File: config.mk
export PLATFORM = sky130hd
export DESIGN_NAME = hermes_link_buffer
export DESIGN_NICKNAME = d
export VERILOG_FILES = /design/src/rtl/hermes_link_buffer.sv
export SDC_FILE = /design/constraint.sdc
export NUM_CORES = 1
export LEC_CHECK = 0
export BUFFER_PORTS_ARGS = -buffer_cell sky130_fd_sc_hd__buf_4
export CELL_PAD_IN_SITES_DETAIL_PLACEMENT = 1
export CELL_PAD_IN_SITES_GLOBAL_PLACEMENT = 1
export CORE_MARGIN = 4
export CORE_UTILIZATION = 40
export CTS_CLUSTER_SIZE = 8
export DETAILED_ROUTE_END_ITERATION = 8
export GPL_TIMING_DRIVEN = 0
export HOLD_SLACK_MARGIN = 0.06
export PLACE_DENSITY_LB_ADDON = 0.1
export RECOVER_POWER = 50
export SYNTH_ARGS = -nofsm -noshare
export SYNTH_HDL_FRONTEND = slang
export SYNTH_SLANG_ARGS = --single-unit
File: constraint.sdc
create_clock -name clk_i -period 2.55 [get_ports clk_i]
set_clock_uncertainty 0.05 [all_clocks]
set_input_delay 0.51 -clock clk_i [delete_from_list [all_inputs] [get_ports clk_i]]
set_output_delay 0.51 -clock clk_i [all_outputs]
set_load 0.05 [all_outputs]
File: src/rtl/hermes_link_buffer.sv
// Hermes link buffer: fixed-latency forward pipeline into a circular FIFO,
// with credit flow control upstream and valid/credit handshake downstream.
module hermes_link_buffer #(
    parameter int FLIT_SIZE = 32,
    parameter int STAGES    = 2,
    parameter int DEPTH     = 4,
    parameter int CNT_W     = 16
) (
    input  logic                 clk_i,
    input  logic                 rst_i,
    input  logic                 rx_i,
    input  logic                 eop_i,
    input  logic [FLIT_SIZE-1:0] data_i,
    output logic                 credit_o,
    output logic                 tx_o,
    output logic                 eop_o,
    output logic [FLIT_SIZE-1:0] data_o,
    input  logic                 credit_i,
    output logic [CNT_W-1:0]     pkt_cnt_o
);
    localparam int PW = (DEPTH > 1) ? $clog2(DEPTH) : 1;
    localparam int RW = $clog2(DEPTH + 1);

    typedef logic [FLIT_SIZE:0] flit_t;  // {eop, data}

    if (FLIT_SIZE < 20) begin : g_bad_flit
        $error("hermes_link_buffer: FLIT_SIZE must be >= 20");
    end
    if (STAGES < 0 || STAGES > 4) begin : g_bad_stages
        $error("hermes_link_buffer: STAGES must be in 0..4");
    end
    if (DEPTH < STAGES + 2) begin : g_bad_depth
        $error("hermes_link_buffer: DEPTH must be >= STAGES+2");
    end

    logic          accept, pop, wr_vld;
    flit_t         wr_flit, head;
    flit_t         mem [DEPTH];
    logic [PW-1:0] wr_ptr, rd_ptr;
    logic [RW-1:0] count, reserved, reserved_next;

    assign accept = rx_i & credit_o;
    assign pop    = tx_o & credit_i;

    // Forward pipeline never stalls: room was reserved at acceptance time.
    if (STAGES == 0) begin : g_nopipe
        assign wr_vld  = accept;
        assign wr_flit = {eop_i, data_i};
    end else begin : g_pipe
        logic [STAGES-1:0] vld_pipe;
        flit_t             flit_pipe [STAGES];

        always_ff @(posedge clk_i) begin
            if (rst_i) begin
                vld_pipe <= '0;
            end else begin
                vld_pipe[0] <= accept;
                for (int i = 1; i < STAGES; i++) vld_pipe[i] <= vld_pipe[i-1];
            end
        end

        always_ff @(posedge clk_i) begin
            flit_pipe[0] <= {eop_i, data_i};
            for (int i = 1; i < STAGES; i++) flit_pipe[i] <= flit_pipe[i-1];
        end

        assign wr_vld  = vld_pipe[STAGES-1];
        assign wr_flit = flit_pipe[STAGES-1];
    end

    function automatic logic [PW-1:0] ptr_inc(input logic [PW-1:0] p);
        return (p == PW'(DEPTH - 1)) ? '0 : p + PW'(1);
    endfunction

    always_ff @(posedge clk_i) begin
        if (rst_i) begin
            wr_ptr <= '0;
            rd_ptr <= '0;
            count  <= '0;
        end else begin
            if (wr_vld) wr_ptr <= ptr_inc(wr_ptr);
            if (pop)    rd_ptr <= ptr_inc(rd_ptr);
            count <= count + RW'(wr_vld) - RW'(pop);
        end
    end

    always_ff @(posedge clk_i) begin
        if (wr_vld) mem[wr_ptr] <= wr_flit;
    end

    assign head           = mem[rd_ptr];
    assign tx_o           = (count != '0);
    assign {eop_o, data_o} = tx_o ? head : '0;

    // reserved covers pipeline plus FIFO, so credit can never overcommit the FIFO.
    assign reserved_next = reserved + RW'(accept) - RW'(pop);

    always_ff @(posedge clk_i) begin
        if (rst_i) begin
            reserved <= '0;
            credit_o <= 1'b0;
        end else begin
            reserved <= reserved_next;
            credit_o <= (reserved_next < RW'(DEPTH));
        end
    end

    always_ff @(posedge clk_i) begin
        if (rst_i) begin
            pkt_cnt_o <= '0;
        end else if (pop && eop_o && (pkt_cnt_o != '1)) begin
            pkt_cnt_o <= pkt_cnt_o + CNT_W'(1);
        end
    end

    always_ff @(posedge clk_i) begin
        if (!rst_i) assert (!(wr_vld && count == RW'(DEPTH)));
    end

endmodule
==> summary.txt <==
Placement
  – GPL Wtd Cong: 0.758
  – IO buf count: 86
  – Dpl ws: -0.312 ns
  – Area after DPL: 8910 µm²
  – DP HPWL: 9690 µm

Worst setup path
  – CP max stage delay: 0.50 ns
  – CP Cell Sequence: buf_12, buf_12, buf_16, mux4_2, and2_4, buf_6
  – Critical Path Fanout Max: 7
  – Crit path max-delay cell type: mux4_2
  – Worst Path Required: 1.99 ns
  – Reg2Reg Depth: 11
  – Arrival time at the worst endpoint: between 2 and 2.5 ns
  – Most frequent CP cell: buf_12
  – CP endpoint kind: output port
  – WS Path Type: reg -> out
  – CP Launch Type: flop

Flow run
  – # Max-Cap Violations: 0

Logic synthesis
  – Post-synth EDFFs: approximately 130
  – Post-Syn Nets: 496
  – Yosys top cell area share: 0.504
  – Post-Syn Instances: around 450
  – Yosys Warn Count: 0
  – Count of cell types in the netlist: 38
  – Prevailing post-synth register cell: edfxtp_1
  – Largest cells by area after synthesis: edfxtp_1, dfxtp_1, mux4_2
  – Most frequent cells after synthesis: edfxtp_1, dfxtp_1, and2_1, mux4_2, nor2_1
  – Yosys reg bits: 229
  – Async set-or-reset flop fraction in the synthesized netlist: 0
  – Average size of a mapped cell: 17.6 µm²
  – Mapped Area: 7860 µm²
  – Count leader, synth: edfxtp_1
  – Post-synth top area cell: edfxtp_1
  – Sequential area share after synthesis: 0.752

Pwr
  – Leakage: 3.87 nW
  – Peak supply drop: 0.654 mV
  – Pwr per Cell Area: ~1100 nW/µm²

Status
  – Status: complete, but fails checks
  – Failing checks: setup timing

Detailed routing
  – Post-DRT Antenna Nets: 0
  – Starting DRT DRC Count: 196
  – TritonRoute pass-1 iters: 4
  – DR vias/cell: 4.78
  – Avg WL per Cell: 18.3 µm
  – Vias: 4,243
  – Drt drc: 0
  – Final wirelength: 16,200 µm

STA
  – Max-slew headroom: 0.631
  – Minimum clock period: 2.58 ns
  – RSZ-0062 raised after global routing: true
  – Hold slack: around 0.10 ns
  – Tcrit/Tclk final: 1.01
  – Slew Limit Fails: 0
  – Worst-margin pin slew: 0.550 ns
  – Maximum operating frequency: 388 MHz
  – Final hold violation count: 0
  – # setup viols final: 5
  – Final WS setup: -0.0298 ns

Min path
  – Worst hold path class: in -> reg
  – Hold Path Stages: 1

Floorplan
  – Boundary Pins: 88
  – Starting Density: 0.413
  – Die area: 21,900 µm²
  – Placeable Area: between 15,000 and 20,000 µm²
  – Die Ht: 148 µm
  – # rows: 50
  – Die Width: around 150 µm

Clocking
  – CTS Sinks: about 230
  – Clock-pin slew on the worst setup and hold paths: 0.05 ns
  – CTS tree: built
  – CTS H-tree lvls: 2
  – Clock Latency Late Sink: a little under 0.5 ns
  – Max clock buf depth: 3
  – Root Driver: clkbuf_16
  – Clock buffer count from CTS: 34

Global routing
  – Vias in the first global route: between 4,000 and 5,000
  – Initial antenna violation count: 0
  – Grt ovf: 0
  – Largest net degree at the start of global routing: 22
  – Total global routing track utilization: 0.151
  – Global-route wire length before repair: 26,000 µm

Final layout
  – Final instance area: 10,600 µm²
  – Multi-input gate area: 1950 µm²
  – Fill cells: 1,779
  – Layout cells sized above 1: 0.373
  – Antenna diodes: 0
  – Register Area: about 5900 µm²
  – Layout Nets: 654
  – Area growth, synth to finish: 34.6%
[logic make-up (layout without fill, tap and decap cells)]
| family | count (synthesis) | after routing | synth area share |
|---|---|---|---|
| and+or+nand+nor | 107 | 108 | 0.0814 |
| adders and majority gates | 12 | 12 | 0.0210 |
| xor gates and xnor gates | 4 | 4 | 0.00446 |
| AOI/OAI and AO/OA | 23 | 23 | 0.0185 |
| muxes | 41 | 41 | 0.106 |
| DFF | 229 | 229 | 0.752 |
| buffers and inverters | 31 | 211 | 0.0172 |
[sequential cells by signal (all words and copies together) (netlist names), named ones only]
register / count
count: 3
wr_ptr: 2
g_pipe.flit_pipe: 66
pkt_cnt_o: 16
reserved: 3
mem: 132
g_pipe.vld_pipe: 2
rd_ptr: 2
credit_o: 1
[cell type report]
class                           count  area share
Timing Repair Buffer              124       0.115
Clock inverter                      2     0.00343
Sequential cell                   229       0.559
Multi-Input combinational cell    188       0.184
Buffer                             16      0.0142
Inverter                           12     0.00426
Clock buffer                       57      0.0895
Tap cell                          260      0.0308
[through the flow]
| stage | cells | util | TNS (ns) | power, mW |
|---|---|---|---|---|
| 3_5_place_dp | 797 | 0.469 | -0.932 | 7.04 |
| 5_1_grt | 888 | 0.556 | -1.13 | 12.3 |
| 4_1_cts | 882 | 0.547 | -0.810 | 11.7 |
| 6_report | 888 | 0.556 | -0.101 | 11.8 |
| 3_3_place_gp | 793 | 0.464 | -2.52 | 6.99 |
| 2_1_floorplan | 447 | - | 0 | 6.18 |
[cell usage in the layout (no fill, tap or decap), drive strengths merged]
cell	instances
o21a	1
o21ba	1
a21oi	12
nand3	8
edfxtp	132
inv	13
xor2	1
nor3b	1
ha	10
nor2	14
fa	2
buf	83
dlygate4sd3	24
and4	1
clkinv	1
and3	2
mux2i	1
nand2	8
clkbuf	90
nor4	7
or4	6
nor2b	11
o21ai	1
or3	5
dfxtp	97
o31ai	6
a41o	1
mux4	33
nand4	4
xnor2	3
nor3	2
and2	39
mux2	7
o211ai	1
[worst max-delay path, delay by kind of cell, from the launching register on]
| kind | cells | cell delay (ns) |
|---|---|---|
| buf+inv | 4 | 0.52 |
| mux | 1 | 0.50 |
| flops | 1 | 0.33 |
| simple gates | 1 | 0.17 |
[worst paths after layout]
path | start | end | slack [ns]
max | flop | data_o[18] | -0.03
min | data_i[27] | g_pipe.flit_pipe[0][27] | 0.10
max reg2reg | count[1] | count[2] | 0.10
min reg2reg | g_pipe.flit_pipe[0][10] | g_pipe.flit_pipe[0][43] | 0.27
[metal layers]
metal  wire length, µm  GRT usage  vias up  part of all wire
met5                 0          0        -                 0
met4               321     0.0476        0             0.020
met3               773     0.0363       30             0.048
met2              8430      0.265       89              0.52
met1              6720      0.185     2125              0.41
li1                  -          -     1999                 -
[what timing repair did]
item	in CTS	in global routing
buffers inserted	5	3
endpoints found under the setup margin	37	36
resized for setup	66	37
pin swaps	3	8
gates cloned	3	0
hold endpoints to repair	20	4
hold buffers	20	4
[where the power goes]
group | internal [mW] | leakage [nW] | switching (mW)
logic | 1.61 | 1.41 | 1.95
registers | 4.08 | 2.00 | 0.104
clock network | 2.53 | 0.469 | 1.52
No activity file was read; power rests on OpenSTA's default activity.
